`src/rtl/ps2_key_receiver.sv`:
```
// Receive-only PS/2 keyboard front end: deserialises 11-bit frames, checks framing and
// odd parity, and decodes E0/F0 prefixes into key events. Optional macro: PS2_RX_TIMEOUT_EN.
module ps2_key_receiver #(
  parameter int SYNC_STAGES    = 2,
  parameter int TIMEOUT_CYCLES = 50000
) (
  input  logic       CLOCK_50,
  input  logic       reset,
  input  logic       PS2_CLK,
  input  logic       PS2_DAT,
  output logic [7:0] key_code,
  output logic       key_valid,
  output logic       key_released,
  output logic       key_extended,
  output logic [7:0] raw_byte,
  output logic       raw_valid,
  output logic       parity_err,
  output logic       frame_err
);

  localparam int SS = (SYNC_STAGES < 2) ? 2 : SYNC_STAGES;

  typedef enum logic [1:0] {IDLE = 2'd0, SHIFT = 2'd1, CHECK = 2'd2} state_t;

  state_t        state, state_next;
  logic [SS-1:0] clk_sync, dat_sync;
  logic          clk_prev, fall, bit_in, shift_bit;
  logic          pend, pend_bit;
  logic [3:0]    cnt, cnt_next;
  logic [10:0]   shreg, frame_next;
  logic          shift_en, check_go, timeout;
  logic          ext, brk;

  function automatic logic parity_ok(input logic [8:0] bits);
    return ^bits;
  endfunction

  function automatic logic framing_ok(input logic [10:0] f);
    return !f[0] && f[10];
  endfunction

  // Input conditioning: synchronisers and falling-edge detect, idle level is 1
  always_ff @(posedge CLOCK_50) begin
    if (reset) begin
      clk_sync <= '1;
      dat_sync <= '1;
      clk_prev <= 1'b1;
    end else begin
      clk_sync <= {clk_sync[SS-2:0], PS2_CLK};
      dat_sync <= {dat_sync[SS-2:0], PS2_DAT};
      clk_prev <= clk_sync[SS-1];
    end
  end

  assign fall   = clk_prev & ~clk_sync[SS-1];
  assign bit_in = dat_sync[SS-1];

`ifdef PS2_RX_TIMEOUT_EN
  localparam int TW = $clog2(TIMEOUT_CYCLES + 1);
  logic [TW-1:0] to_cnt;

  assign timeout = (state == SHIFT) && !fall && (to_cnt == TW'(TIMEOUT_CYCLES - 1));

  always_ff @(posedge CLOCK_50) begin
    if (reset) begin
      to_cnt <= '0;
    end else if (state != SHIFT || fall || timeout) begin
      to_cnt <= '0;
    end else begin
      to_cnt <= to_cnt + 1'b1;
    end
  end
`else
  assign timeout = 1'b0;
`endif

  // An edge seen during CHECK is parked in pend and replayed as the start bit in IDLE
  assign shift_bit  = (state == IDLE && pend) ? pend_bit : bit_in;
  assign frame_next = {shift_bit, shreg[10:1]};

  always_comb begin
    state_next = state;
    cnt_next   = cnt;
    shift_en   = 1'b0;
    check_go   = 1'b0;
    unique case (state)
      IDLE: begin
        if (fall || pend) begin
          state_next = SHIFT;
          cnt_next   = 4'd1;
          shift_en   = 1'b1;
        end
      end
      SHIFT: begin
        if (fall) begin
          shift_en = 1'b1;
          cnt_next = cnt + 4'd1;
          if (cnt == 4'd10) begin
            state_next = CHECK;
            check_go   = 1'b1;
          end
        end else if (timeout) begin
          state_next = IDLE;
          cnt_next   = 4'd0;
        end
      end
      CHECK: begin
        state_next = IDLE;
        cnt_next   = 4'd0;
      end
      default: begin
        state_next = IDLE;
        cnt_next   = 4'd0;
      end
    endcase
  end

  // Frame FSM state, bit counter and shift register
  always_ff @(posedge CLOCK_50) begin
    if (reset) begin
      state    <= IDLE;
      cnt      <= 4'd0;
      shreg    <= '0;
      pend     <= 1'b0;
      pend_bit <= 1'b0;
    end else begin
      state <= state_next;
      cnt   <= cnt_next;
      if (shift_en) shreg <= frame_next;
      if (state == CHECK && fall) begin
        pend     <= 1'b1;
        pend_bit <= bit_in;
      end else if (state == IDLE) begin
        pend <= 1'b0;
      end
    end
  end

  // Frame check (registered on the stop-bit edge) and prefix decoder one cycle later
  always_ff @(posedge CLOCK_50) begin
    if (reset) begin
      raw_byte     <= 8'h00;
      raw_valid    <= 1'b0;
      parity_err   <= 1'b0;
      frame_err    <= 1'b0;
      key_code     <= 8'h00;
      key_valid    <= 1'b0;
      key_released <= 1'b0;
      key_extended <= 1'b0;
      ext          <= 1'b0;
      brk          <= 1'b0;
    end else begin
      raw_valid  <= 1'b0;
      parity_err <= 1'b0;
      frame_err  <= timeout;
      key_valid  <= 1'b0;
      if (check_go) begin
        if (!framing_ok(frame_next)) begin
          frame_err <= 1'b1;
        end else if (!parity_ok(frame_next[9:1])) begin
          parity_err <= 1'b1;
        end else begin
          raw_valid <= 1'b1;
          raw_byte  <= frame_next[8:1];
        end
      end
      if (raw_valid) begin
        if (raw_byte == 8'hE0) begin
          ext <= 1'b1;
        end else if (raw_byte == 8'hF0) begin
          brk <= 1'b1;
        end else begin
          key_code     <= raw_byte;
          key_extended <= ext;
          key_released <= brk;
          key_valid    <= 1'b1;
          ext          <= 1'b0;
          brk          <= 1'b0;
        end
      end else if (parity_err || frame_err) begin
        ext <= 1'b0;
        brk <= 1'b0;
      end
    end
  end

endmodule

```
`config.mk`:
```
export PLATFORM = sky130hd
export DESIGN_NAME = ps2_key_receiver
export DESIGN_NICKNAME = d
export VERILOG_FILES = /design/src/rtl/ps2_key_receiver.sv
export SDC_FILE = /design/constraint.sdc
export NUM_CORES = 1
export LEC_CHECK = 0
export BUFFER_PORTS_ARGS = -buffer_cell sky130_fd_sc_hd__buf_2
export CAP_MARGIN = 10
export CORE_MARGIN = 5
export CORE_UTILIZATION = 45
export CTS_BUF_LIST = sky130_fd_sc_hd__clkbuf_4 sky130_fd_sc_hd__clkbuf_8
export CTS_CLUSTER_DIAMETER = 60
export DETAILED_ROUTE_END_ITERATION = 12
export GPL_TIMING_DRIVEN = 0
export HOLD_SLACK_MARGIN = 0.12
export PLACE_DENSITY = 0.76
export SYNTH_ARGS = -nofsm -noshare
export SYNTH_HDL_FRONTEND = slang
export SYNTH_SLANG_ARGS = --single-unit
```
`constraint.sdc`:
```
create_clock -name CLOCK_50 -period 3.2 [get_ports CLOCK_50]
set_clock_uncertainty 0.2 [all_clocks]
set_input_delay 0.32 -clock CLOCK_50 [delete_from_list [all_inputs] [get_ports CLOCK_50]]
set_output_delay 0.32 -clock CLOCK_50 [all_outputs]
set_load 0.01 [all_outputs]
```
After elaboration in Yosys (flattened, before gate mapping)

Cells that the tools add are included.

Add/sub/neg operators: 1
Eq/ne operators: 10
Multiplexer cells: 27
Bitwise logic cells: 7
Reductions and logical operators: 19

Operators with widths:

| operator                                                         | count |
|---|---|
| 1-bit 2-to-1 mux                                                 | 19 |
| 8-bit == test (second input constant)                            | 2 |
| 3-bit AND reduction                                              | 3 |
| 9-bit parity                                                     | 1 |
| 4-bit 2-to-1 mux                                                 | 2 |
| 2-bit != test (second input constant)                            | 4 |
| 4-bit one-hot mux with 2 select lines                            | 1 |
| 2-bit 2-to-1 mux                                                 | 3 |
| 1-bit NOT                                                        | 6 |
| 2-bit AND reduction                                              | 3 |
| 3-bit OR reduction                                               | 2 |
| 4-bit by 1-bit adder with 4-bit output (second input constant)   | 1 |
| 4-bit == test (second input constant)                            | 1 |
| 2-bit one-hot mux with 2 select lines                            | 1 |
| 2-bit nonzero test                                               | 2 |
| 1-bit logical AND                                                | 3 |
| 3-bit != test (second input constant)                            | 1 |
| 2-bit by 1-bit == test with 1-bit output (second input constant) | 1 |
| 2-bit == test (second input constant)                            | 1 |
| 2-bit logical NOT                                                | 1 |
| 1-bit logical OR                                                 | 2 |
| 1-bit one-hot mux with 2 select lines                            | 1 |
| 2-bit OR reduction                                               | 1 |
| 1-bit bitwise AND                                                | 1 |
| 1-bit logical NOT                                                | 1 |

Register bits after elaboration: 48
Input bits: 4
Word-level logic and storage cells: 82

Logic depth before layout (Yosys ltp)

Depth in word-level cells: 6
Depth in mapped cells: 6
Gate-level depth less buffers: 6

Worst setup path after synthesis

Ideal clock, no wire load.

Path type: reg-to-reg
Start: reg raw_byte[0]
End: reg key_code[6]
Library setup time: 0.128 ns
Arrival: 1.589 ns
Data required time: 2.872 ns
Slack: 1.284 ns
Cell stages (with the launch flop): 6
Path buffers: 1
Period minus slack after synthesis: 1.916 ns
Cells stage by stage: dfxtp_1 or4_1 o21ai_1 buf_2 mux2i_1 nor2_1

Word-level cells in the longest chain between the ends: 3

RTL lines:

| item                                   | RTL line | RTL |
|---|---|---|
| start: declaration                     | 15       | `output logic [7:0] raw_byte,` |
| start signal: assignment               | 164      | `raw_byte <= frame_next[8:1];` |
| 8-bit == test (on tied branches)       | 170, 168 |  |
| 1-bit NOT (no source line)             | -        |  |
| 3-bit AND reduction (no source line) * | -        |  |
| end signal: assignment                 | 173      | `key_code <= raw_byte;` |
| end: declaration                       | 11       | `output logic [7:0] key_code,` |

Mark *: on every way between the ends. The rest lies on a longest branch, timed or not.
A chain may end at the register's enable or synchronous reset.

Worst setup path in the final report

Start: reg shreg[3]
End: reg raw_byte[1]

Word-level cells in the longest chain between the ends: 2

RTL lines:

| item                                 | RTL line | RTL |
|---|---|---|
| start: declaration                   | 30       | `logic [10:0] shreg, frame_next;` |
| start signal: assignment             | 129      | `if (shift_en) shreg <= frame_next;` |
| 9-bit parity                         | 35       | `return ^bits;` |
| 3-bit AND reduction (no source line) | -        |  |

Several ways; a longest one is shown, not always the timed one.

==> impl_metrics.py <==
metrics = {
    "synth": {
        "synthMuxAreaShare_pct": 14.0,
        "synthMostInstantiatedCell": "dfxtp_1",
        "synth_flop_cell": "dfxtp_1",
        "yosys_warnings": 0,
        "ys_ff_latch": 47,
        "synth_top_family_by_area": "simple AND/OR/NAND/NOR gates",
        "netlist_top_cells_area": "dfxtp_1 50%, mux2i_1 13%, nor2_1 6.0%, nand2_1 3.4%, or2_2 2.0%",
        "synth_edf_count": 0,
        "synth-compound-area-share_pct": 6.98,
        "syn-num-nets": 194,
        "synth-xor-area-share_pct": 4.85,
        "syn_area_per_cell_um2": 10.0,
        "synth_top_area_share_pct": 50.0,
        "syn-cell-area_mm2": 0.00188,
        "synthArstFlopShare_pct": 0,
        "yosys.area_share.simple_pct": 19.7,
        "synth_fa_ha_area_share_pct": 1.33,
        "ys_seq_area_share_pct": 50.0,
        "yosys.area.top_type": "dfxtp_1",
        "ys_types": 39,
        "netlist_instances": 188,
        "synth_commonest_cells": "47 x dfxtp_1, 30 x nor2_1, 24 x mux2i_1",
    },
    "cts": {
        "clockBufferDepth": 2,
        "cts.htree.levels": 2,
        "cts_resized": 0,
        "root_buffer": "clkbuf_8",
        "cts_tree": "yes",
        "numCtsBuffers": 5,
        "clock_sinks": 47,
        "clock_latency_ns": 0.30,
        "clkSlewWorstSetupHoldPaths_ns": 0.09,
    },
    "global_routing": {
        "overflow": 0,
        "antenna_found_initial": 0,
        "grt_max_degree": 15,
        "first_global_vias": 1325,
        "grt_use_total_pct": 15.3,
        "grt_pass1_wl_um": 6400,
    },
    "die": {
        "core_region_area_mm2": 0.00403,
        "ios": 26,
        "die_h_um": 74.7,
        "rows": 23,
        "fp.dieW_um": 74.7,
        "die_area_mm2": 0.00557,
        "floorplan.initialDensity_pct": 46.7,
    },
    "place": {
        "port_buffers": 25,
        "place_area_mm2": 0.00207,
        "dp.final_hpwl_um": 2590,
        "place_congestion": 0.773,
    },
    "pwr": {
        "power_density_mw_per_mm2": 471,
        "power.leakage_nw": 0.969,
        "irDropWorstVdd_mv": 0.314,
        "total_power_mw": 1.03,
    },
    "final_layout": {
        "multi_input_area_um2": 881,
        "drive_above_1_share_pct": 22.0,
        "nets": 228,
        "regArea_um2": 941,
        "fillerInstances": 381,
        "diodes": 0,
        "area_growth_pct": 16.6,
        "finalInstanceArea_mm2": 0.00219,
    },
    "critical_path": {
        "crit_path_start_kind": "flop",
        "path_cells": "xor2_1 -> xnor3_2 -> mux2i_4 -> mux2i_1",
        "worstPathArrival_ns": 2.08,
        "cp_slowest_cell": "xnor3_2",
        "slowest_delay_ns": 0.49,
        "critPathTopFamily": "XOR/XNOR gates",
        "critPathBufInv": 0,
        "end_kind": "flop",
        "r2r_slack_ns": 1.16,
        "critPathRequiredTime_ns": 3.24,
        "path_max_fanout": 9,
        "worst-setup-path-type": "reg2reg",
    },
    "sta": {
        "setup_viol": 0,
        "period_share_pct": 63.9,
        "fin_crit_ns": 2.04,
        "max_freq_mhz": 489,
        "slew_viol_final": 0,
        "hold_viol": 0,
        "whs_ns": 0.219,
        "rsz0062_at_grt": "no",
        "worst_slew_pin_slew_ns": 0.469,
        "tns_ns": 0,
        "slew_headroom_pct": 68.1,
    },
    "detailed_routing": {
        "post_drt_wl_per_cell_um": 13.6,
        "dr_total_vias": 1412,
        "antenna_left": 0,
        "first_pass_iters": 4,
        "vias_per_cell": 5.17,
        "totalWireLength_um": 3700,
        "drc": 0,
        "drt_iter0_markers": 105,
    },
    "run_status": {
        "status": "finished clean",
    },
    "min_path": {
        "hp-class": "reg2reg",
    },
    "flow_run": {
        "cap_viol_max_count": 0,
    },
}
routing by layer:
metal	track usage, %	share of wire, %	routed length [um]	up-vias
li1	-	-	-	711
met1	19.3	44	1640	667
met2	24.4	49	1810	30
met3	5.47	5.5	203	4
met4	5.34	1.5	57	0
met5	0	0	0	-
area by class of cell:
type | count | share of cell area [%]
clock buffers | 7 | 4.39
flip-flops and latches | 47 | 42.9
well taps | 50 | 2.85
repair buffers | 27 | 6.62
inverters | 5 | 0.856
clock inverters | 1 | 0.342
multi-input cells | 127 | 40.2
plain buffers | 9 | 1.88
worst paths after layout:
kind | from | endpoint | cells after the start
max | shreg[3]$_SDFFE_PP0P_ | raw_byte[1]$_SDFFE_PP0P_ | 4
min | clk_sync[0]$_SDFF_PP1_ | clk_sync[1]$_SDFF_PP1_ | 1
max reg2reg | shreg[3]$_SDFFE_PP0P_ | raw_byte[1]$_SDFFE_PP0P_ | 4
min reg2reg | clk_sync[0]$_SDFF_PP1_ | clk_sync[1]$_SDFF_PP1_ | 1
cell families after synthesis:
family,after synthesis
xor gates and xnor gates,7
adders and majority gates,2
DFF,47
muxes,25
buffers and inverters,14
AOI/OAI and AO/OA,20
and+or+nand+nor,73
repair_timing:
action	CTS	global route
hold buffers	2	0
setup buffers	0	0
hold endpoints to repair	2	0
endpoints found under the setup margin	0	0
cell usage in the layout (no fill, tap or decap), drive strengths merged, types with 2 or more instances in the layout:
master,count
dfxtp,47
nor2,30
buf,29
mux2i,25
nand2,17
clkbuf,12
or2,6
a21oi,6
inv,4
a22oi,4
nand3,3
xnor2,3
a31oi,3
nor2b,2
nand4b,2
xor2,2
a211oi,2
nand2b,2
or3,2
ha,2
dlygate4sd3,2
o21ai,2
power breakdown:
| part | switching [mW] | internal (mW) | leakage (nW) | total [mW] |
|---|---|---|---|---|
| registers | 0.00330 | 0.589 | 0.380 | 0.593 |
| clock network | 0.199 | 0.197 | 0.0505 | 0.396 |
| logic | 0.0268 | 0.0176 | 0.539 | 0.0444 |
| total | 0.229 | 0.804 | 0.969 | 1.03 |
state kept, by name, indices dropped and copies added (netlist names), 2 cells and up:
| register | cells |
|---|---|
| shreg | 10 |
| key_code | 8 |
| raw_byte | 8 |
| cnt | 4 |
| clk_sync | 2 |
| dat_sync | 2 |
| state | 2 |
metrics by stage:
step	worst slack, ns	cells	util, %
6_report	1.16	273	54.4
5_1_grt	1.01	273	54.4
4_1_cts	1.15	273	54.4
3_5_place_dp	1.18	263	51.4
3_3_place_gp	1.19	263	51.4
2_1_floorplan	1.28	188	-
Power figures use the tool's default switching activity.
